--- src/rtl/ysyx_23060208_clint.sv ---
// ysyx_23060208_clint
//
// Core-local timer slave. A free-running 64-bit mtime counter is exposed as a
// read-only AXI4-Lite slave: BASE_ADDR returns mtime[31:0], BASE_ADDR+4 returns
// mtime[63:32]. A low-word read snapshots the high word into a shadow register,
// so a low-then-high read pair gives a coherent 64-bit value across a carry.
// Every other address answers SLVERR with zero data.
//
// Parameters
//   DATA_WIDTH  read data width
//   ADDR_WIDTH  address width
//   BASE_ADDR   address of mtime[31:0]
//   TICK_DIV    mtime increments once every TICK_DIV clk cycles (>= 1)
//   RESP_DELAY  extra wait cycles between AR handshake and rvalid (0..15)
//
// Ports
//   clk              clock
//   rst              synchronous, active-high reset
//   clint_araddr_i   read address
//   clint_arvalid_i  read address valid
//   clint_arready_o  read address ready (high only in IDLE, low during reset)
//   clint_rdata_o    registered read data
//   clint_rresp_o    registered response, 2'b00 OKAY / 2'b10 SLVERR
//   clint_rvalid_o   read data valid (high only in RESP, low during reset)
//   clint_rready_i   read data ready

module ysyx_23060208_clint #(
    parameter int unsigned            DATA_WIDTH = 32,
    parameter int unsigned            ADDR_WIDTH = 32,
    parameter logic [ADDR_WIDTH-1:0]  BASE_ADDR  = ADDR_WIDTH'(32'ha000_0048),
    parameter int unsigned            TICK_DIV   = 1,
    parameter int unsigned            RESP_DELAY = 0
) (
    input  logic                  clk,
    input  logic                  rst,
    input  logic [ADDR_WIDTH-1:0] clint_araddr_i,
    input  logic                  clint_arvalid_i,
    output logic                  clint_arready_o,
    output logic [DATA_WIDTH-1:0] clint_rdata_o,
    output logic [1:0]            clint_rresp_o,
    output logic                  clint_rvalid_o,
    input  logic                  clint_rready_i
);

    localparam logic [1:0] RESP_OKAY   = 2'b00;
    localparam logic [1:0] RESP_SLVERR = 2'b10;

    localparam logic [ADDR_WIDTH-1:0] HI_ADDR = BASE_ADDR + ADDR_WIDTH'(4);

    // Prescaler width; a 1-bit register is kept even when TICK_DIV==1.
    localparam int unsigned         PDIV_W   = (TICK_DIV > 1) ? $clog2(TICK_DIV) : 1;
    localparam logic [PDIV_W-1:0]   PDIV_MAX = PDIV_W'(TICK_DIV - 1);

    // Delay counter reload; only meaningful when RESP_DELAY > 0.
    localparam logic [3:0] DLY_INIT = (RESP_DELAY > 0) ? 4'(RESP_DELAY - 1) : 4'd0;

    typedef enum logic [1:0] {
        StIdle,
        StWait,
        StResp
    } state_e;

    // ------------------------------------------------------------------
    // Counter
    // ------------------------------------------------------------------
    logic [63:0]       mtime_q, mtime_d;
    logic [PDIV_W-1:0] pdiv_q, pdiv_d;
    logic              tick;

    assign tick = (pdiv_q == PDIV_MAX);

    always_comb begin
        pdiv_d  = tick ? '0 : pdiv_q + PDIV_W'(1);
        // Wraps silently from all-ones to zero.
        mtime_d = tick ? mtime_q + 64'd1 : mtime_q;
    end

    always_ff @(posedge clk) begin
        if (rst) begin
            mtime_q <= '0;
            pdiv_q  <= '0;
        end else begin
            mtime_q <= mtime_d;
            pdiv_q  <= pdiv_d;
        end
    end

    // ------------------------------------------------------------------
    // Read channel FSM, shadow register and registered response
    // ------------------------------------------------------------------
    state_e                  state_q, state_d;
    logic [3:0]              dly_cnt_q, dly_cnt_d;
    logic [31:0]             hi_shadow_q, hi_shadow_d;
    logic                    shadow_vld_q, shadow_vld_d;
    logic [DATA_WIDTH-1:0]   rdata_q, rdata_d;
    logic [1:0]              rresp_q, rresp_d;
    logic                    ar_hs;
    logic                    r_hs;

    // Handshake strobes decode from state so reset gating covers them too.
    assign clint_arready_o = (state_q == StIdle) && !rst;
    assign clint_rvalid_o  = (state_q == StResp) && !rst;
    assign clint_rdata_o   = rdata_q;
    assign clint_rresp_o   = rresp_q;

    assign ar_hs = clint_arvalid_i && clint_arready_o;
    assign r_hs  = clint_rvalid_o && clint_rready_i;

    always_comb begin
        state_d      = state_q;
        dly_cnt_d    = dly_cnt_q;
        hi_shadow_d  = hi_shadow_q;
        shadow_vld_d = shadow_vld_q;
        rdata_d      = rdata_q;
        rresp_d      = rresp_q;

        unique case (state_q)
            StIdle: begin
                if (ar_hs) begin
                    // Data is sampled from the pre-increment mtime of the
                    // handshake cycle.
                    if (clint_araddr_i == BASE_ADDR) begin
                        rdata_d      = DATA_WIDTH'(mtime_q[31:0]);
                        rresp_d      = RESP_OKAY;
                        hi_shadow_d  = mtime_q[63:32];
                        shadow_vld_d = 1'b1;
                    end else if (clint_araddr_i == HI_ADDR) begin
                        rdata_d      = shadow_vld_q ? DATA_WIDTH'(hi_shadow_q)
                                                    : DATA_WIDTH'(mtime_q[63:32]);
                        rresp_d      = RESP_OKAY;
                        shadow_vld_d = 1'b0;
                    end else begin
                        // Unmapped: shadow state deliberately left alone.
                        rdata_d = '0;
                        rresp_d = RESP_SLVERR;
                    end
                    state_d   = (RESP_DELAY > 0) ? StWait : StResp;
                    dly_cnt_d = DLY_INIT;
                end
            end
            StWait: begin
                if (dly_cnt_q == 4'd0) begin
                    state_d = StResp;
                end else begin
                    dly_cnt_d = dly_cnt_q - 4'd1;
                end
            end
            StResp: begin
                if (r_hs) begin
                    state_d = StIdle;
                end
            end
            default: begin
                state_d = StIdle;
            end
        endcase
    end

    always_ff @(posedge clk) begin
        if (rst) begin
            state_q      <= StIdle;
            dly_cnt_q    <= '0;
            hi_shadow_q  <= '0;
            shadow_vld_q <= 1'b0;
            rdata_q      <= '0;
            rresp_q      <= RESP_OKAY;
        end else begin
            state_q      <= state_d;
            dly_cnt_q    <= dly_cnt_d;
            hi_shadow_q  <= hi_shadow_d;
            shadow_vld_q <= shadow_vld_d;
            rdata_q      <= rdata_d;
            rresp_q      <= rresp_d;
        end
    end

endmodule
--- config.mk ---
export PLATFORM = sky130hd
export DESIGN_NAME = ysyx_23060208_clint
export DESIGN_NICKNAME = d
export VERILOG_FILES = /design/src/rtl/ysyx_23060208_clint.sv
export SDC_FILE = /design/constraint.sdc
export NUM_CORES = 1
export LEC_CHECK = 0
export ABC_AREA = 0
export BUFFER_PORTS_ARGS = -buffer_cell sky130_fd_sc_hd__buf_2
export CORE_ASPECT_RATIO = 0.9
export CORE_MARGIN = 4
export CORE_UTILIZATION = 35
export DETAILED_ROUTE_END_ITERATION = 7
export RECOVER_POWER = 100
export SLEW_MARGIN = 40
export SYNTH_ARGS = -nofsm -noshare
export SYNTH_HDL_FRONTEND = slang
export SYNTH_SLANG_ARGS = --single-unit
--- constraint.sdc ---
create_clock -name clk -period 2.69 [get_ports clk]
set_clock_uncertainty 0.1 [all_clocks]
set_input_delay 0.4035 -clock clk [delete_from_list [all_inputs] [get_ports clk]]
set_output_delay 0.4035 -clock clk [all_outputs]
set_load 0.05 [all_outputs]
# After elaboration in Yosys (flattened, before gate mapping)
# Cells that the tools add are included.
# word_totals
ff_bits,138
latch_bits,0
mem_bits_rw,0
rom_bits,0
inputBits,36
out_inout_bits,36
elab_cells,49
memories,0
# op_classes
add_sub_neg,3
n_mul,0
div_mod_pow,0
magnitude_cmp,0
eq_ne,8
shifts,0
muxes,14
n_bitwise,1
n_reduce_logical,15
# op_table
cell,n
$mux W32,3
$add A64 B1 Y64 const B,1
$eq A32 B32 Y1 const B,2
$reduce_and A3 Y1,4
$mux W2,5
$mux W4,2
$ne A2 B2 Y1 const B,4
$pmux W4 S2,1
$pmux W2 S3,1
$logic_and A1 B1 Y1,4
$logic_not A4 Y1,1
$reduce_bool A2 Y1,2
$sub A4 B1 Y4 const B,1
$eq A2 B1 Y1 const B,1
$eq A2 B2 Y1 const B,1
$logic_not A2 Y1,1
$mux W1,2
$reduce_and A2 Y1,1
$reduce_or A2 Y1,1
$add A1 B1 Y1 const B,1
$logic_not A1 Y1,1
$not A1 Y1,1

# Logic depth before layout (Yosys ltp)
# depth
word_depth,5
depth_mapped,8

# Worst setup path after synthesis
# No wires, ideal clock.
# synth_path
path_type,input port to flip-flop
startpoint,in rst
endpoint,reg rdata_q[10] (netlist: clint_rdata_o[10])
setup_time_ns,0.066
t_arrival_ns,2.550
required_time_ns,2.524
slack_ns,-0.026
cell_stages,7
n_path_buf,2
path_cell_list,clkbuf_1 > nor2_1 > nand2_1 > nor3_1 > clkbuf_1 > a22oi_1 > nor2_1
# synth_via
elab_chain_len,4
# synth_lines
item,line,rtl
from (decl),35,"input logic rst,"
$logic_not A1 Y1,101,assign clint_arready_o = (state_q == StIdle) && !rst;
$logic_and A1 B1 Y1,101,
net clint_arready_o,38,"output logic clint_arready_o,"
$logic_and A1 B1 Y1,106,assign ar_hs = clint_arvalid_i && clint_arready_o;
$reduce_and A2 Y1 (no source line),n/a,
to (signal assigned),172,rdata_q <= rdata_d;
to (decl),95,"logic [DATA_WIDTH-1:0] rdata_q, rdata_d;"
# The timed path passes the listed nets, and every way through them passes these cells.
# A chain may end at the register's enable or synchronous reset.

# Final worst setup path
# layout_path
startpoint,in clint_araddr_i[18]
endpoint,reg hi_shadow_q[16]
# layout_via
elab_chain_len,2
# layout_lines
item,line,rtl
from (decl),36,"input logic [ADDR_WIDTH-1:0] clint_araddr_i,"
$eq A32 B32 Y1,122,if (clint_araddr_i == BASE_ADDR) begin
$reduce_and A3 Y1 (no source line),n/a,
to (signal assigned),170,hi_shadow_q <= hi_shadow_d;
to (decl),93,"logic [31:0] hi_shadow_q, hi_shadow_d;"
# No other way between the ends.

==> impl_metrics.json <==
{
  "outcome": "completed",
  "synthesis.instances": 713,
  "vias_per_cell": 5.21,
  "post_synth_main_area_contributors": "dfxtp_1 (43%), mux2i_1 (11%), nor2_1 (8.5%)",
  "min_to": "state_q[1]$_SDFFE_PP0P_",
  "syn_area_per_cell_sq_um": 8.54,
  "cts.root.buffer_cell": "clkbuf_16",
  "drt_iter0_markers": 348,
  "cts.htree.levels": 4,
  "power.clock.fraction": 0.504,
  "finalWirelength_mm": 15.5,
  "nNetsFinal": 820,
  "drt_pre_antenna_iters": 5,
  "powerDensity_nw_per_um2": 593,
  "grt_pass1_vias": 5011,
  "numCtsBuffers": 17,
  "core_region_area_sq_um": 16900,
  "count_of_inserted_antenna_diode_cells": 0,
  "worst_slew_pin_slew_ps": 1190,
  "yosys_warnings": 0,
  "grt_setup_unrepaired": "false",
  "worstSkewPairLatency_ps": 420,
  "area_of_combinational_cells_with_multiple_inputs_sq_um": 3210,
  "power.internal_mw": 3.36,
  "synth_seq_area_share": 0.434,
  "headroom_to_the_max_slew_limit": 0.209,
  "max-vdd-ir-drop_uv": 459,
  "yosys.area.top_type": "dfxtp_1",
  "synth_ff_type": "dfxtp_1",
  "dp_hpwl_mm": 10.3,
  "p_comb_frac": 0.036,
  "syn2layout_area_growth_pct": 18.5,
  "cts-resized-gates": 0,
  "die-area_sq_um": 19600,
  "timing_hold_violations_final": 0,
  "synthArstFlopShare": 0,
  "place.port_buffers": 70,
  "total_switching_power_uw": 918,
  "detail_route.wl_per_cell_um": 15.1,
  "route.detailed.drc": 0,
  "drive_above_1_share": 0.107,
  "grt_start_max_net_pins": 133,
  "critical_path_class": "in -> reg",
  "timing.final.crit_share": 0.892,
  "grt_first_pass_wirelength_mm": 26.0,
  "r2r_cells": 6,
  "vias": 5365,
  "ant_nets": 0,
  "totalNegativeSetupSlack_ps": 0,
  "critical_path.startpoint": "clint_araddr_i[18]",
  "floorplan.die.height_um": 133,
  "fillCellCount": 1696,
  "power.switching_fraction": 0.214,
  "crit_path_max_fanout": 33,
  "antenna_found_initial": 0,
  "min_period_ps": 2400,
  "worstReg2RegEnd": "mtime_q[49]$_SDFFE_PP0N_",
  "synth_top_cells_by_count": "nor2_1 (138), dfxtp_1 (132), a21oi_1 (68), mux2i_1 (65), clkbuf_1 (36)",
  "final-seq-area_sq_um": 2640,
  "synth-seq-cells": 132,
  "hold_path.class": "in -> reg",
  "cts_hold_repair.buffers": 0,
  "cp-end-kind": "register",
  "synth_cell_types": 45,
  "leakage_nw": 2.31,
  "synth_enable_flop_cells": 0,
  "die_w_um": 147,
  "worst_setup_path_start_kind": "input pin",
  "max_capacitance_violation_total": 0,
  "gp_congestion": 0.838,
  "grt_usage": 0.163,
  "start_point_of_the_worst_hold_path": "clint_rready_i",
  "setup-violations-final": 0,
  "overall_overflow_remaining_after_global_route": 0,
  "post-synth-top-area-fraction": 0.434,
  "critPathArrivalTime_ps": 2590,
  "initial_core_util": 0.359,
  "worst_r2r_startpoint": "mtime_q[29]$_SDFFE_PP0N_",
  "seq_power_share": 0.460,
  "io-pin-count": 72,
  "synth.most_common_cell": "nor2_1",
  "cts.sinks": 132,
  "totalPowerFinal_mw": 4.28,
  "whs_path_depth": 2,
  "synthesis.area_sq_um": 6090,
  "post_cts.repair.setup_buffers": 0,
  "cts-root-to-sink-buffers": 2,
  "rows": 45,
  "crit_required_ps": 2880,
  "timing_max_transition_violations_final": 0,
  "clkSlewWorstSetupHoldPaths_ps": 50,
  "regToRegSetupSlack_ps": 370,
  "cts_tree": "yes",
  "fmax_mhz": 417
}
-- metrics by stage --
step | std cells | hold slack, ps | setup slack, ps | cell area, sq um | util
6_report | 1029 | 85.1 | 289 | 7220 | 0.426
5_1_grt | 1029 | 91.9 | 139 | 7220 | 0.426
4_1_cts | 1029 | 69.7 | 406 | 7340 | 0.433
3_5_place_dp | 999 | 380 | 374 | 6800 | 0.401
3_3_place_gp | 999 | 371 | 412 | 6800 | 0.401
2_1_floorplan | 714 | 360 | 287 | 6100 | -
-- critical path, cell delays in order --
cell and delay [ps]:
buf_2 100, nor4_1 310, nand4_1 250, nor4_4 290
buf_2 860, mux2i_1 290, nor2_1 50
-- worst max-delay path by stage --
stage | slack (ps) | cells after the start | end
3_5_place_dp | 370 | 7 | hi_shadow_q[4]$_SDFFE_PP0P_
2_1_floorplan | 290 | 7 | clint_rdata_o[10]$_SDFFE_PP0N_
6_report | 290 | 7 | hi_shadow_q[16]$_SDFFE_PP0P_
3_3_place_gp | 410 | 7 | hi_shadow_q[13]$_SDFFE_PP0P_
5_1_grt | 140 | 7 | hi_shadow_q[15]$_SDFFE_PP0P_
4_1_cts | 410 | 5 | mtime_q[63]$_SDFFE_PP0N_
-- flip-flops by register name, indices dropped and copies added (netlist names) --
signal and cells:
state_q 1, clint_rresp_o 1, clint_rdata_o 32, mtime_q 64, pdiv_q 1, hi_shadow_q 32, shadow_vld_q 1
-- power by group through the flow --
stage	clock, mW	sequential, mW	combinational (mW)
final	2.16	1.97	0.153
after CTS	2.21	1.97	0.158
after global placement	0	2.01	0.156
after global routing	2.30	1.97	0.171
after detailed placement	0	2.01	0.157
after floorplan	0	2.02	0.0932
-- per-layer routing --
metal | part of all wire | track usage | vias to the layer above | routed length [um]
li1 | - | - | 2702 | -
met3 | 0.059 | 0.0446 | 15 | 916
met2 | 0.42 | 0.238 | 135 | 6530
met4 | 0.013 | 0.0559 | 0 | 203
met5 | 0 | 0 | - | 0
met1 | 0.51 | 0.233 | 2513 | 7880
-- cell families after synthesis --
| group | share of synthesized area |
|---|---|
| AO/OA/AOI/OAI | 0.135 |
| XOR/XNOR | 0.0374 |
| adder cells (fa/ha/maj) | 0.00205 |
| buffers and inverters | 0.0386 |
| flip-flops | 0.434 |
| multiplexers | 0.109 |
| other | 0.000616 |
| AND/OR/NAND/NOR | 0.244 |
-- area by class of cell --
class                           instances  share of cell area
Inverter                               14             0.00728
Tap cell                              235              0.0407
Clock buffer                           26              0.0691
Timing Repair Buffer                   94              0.0658
Sequential cell                       132               0.366
Multi-Input combinational cell        524               0.444
Clock inverter                          4             0.00658
-- placed cells by master, fill, tap and decap left out, drive strengths merged, types with 15 or more instances in the layout --
master,count
dfxtp,132
nand4,29
clkbuf,71
o21ai,23
nand2,27
a21oi,68
buf,49
nand3,16
a22oi,32
mux2i,65
nor4,15
or3,21
nor2,139
No activity file was read; power rests on OpenSTA's default activity.
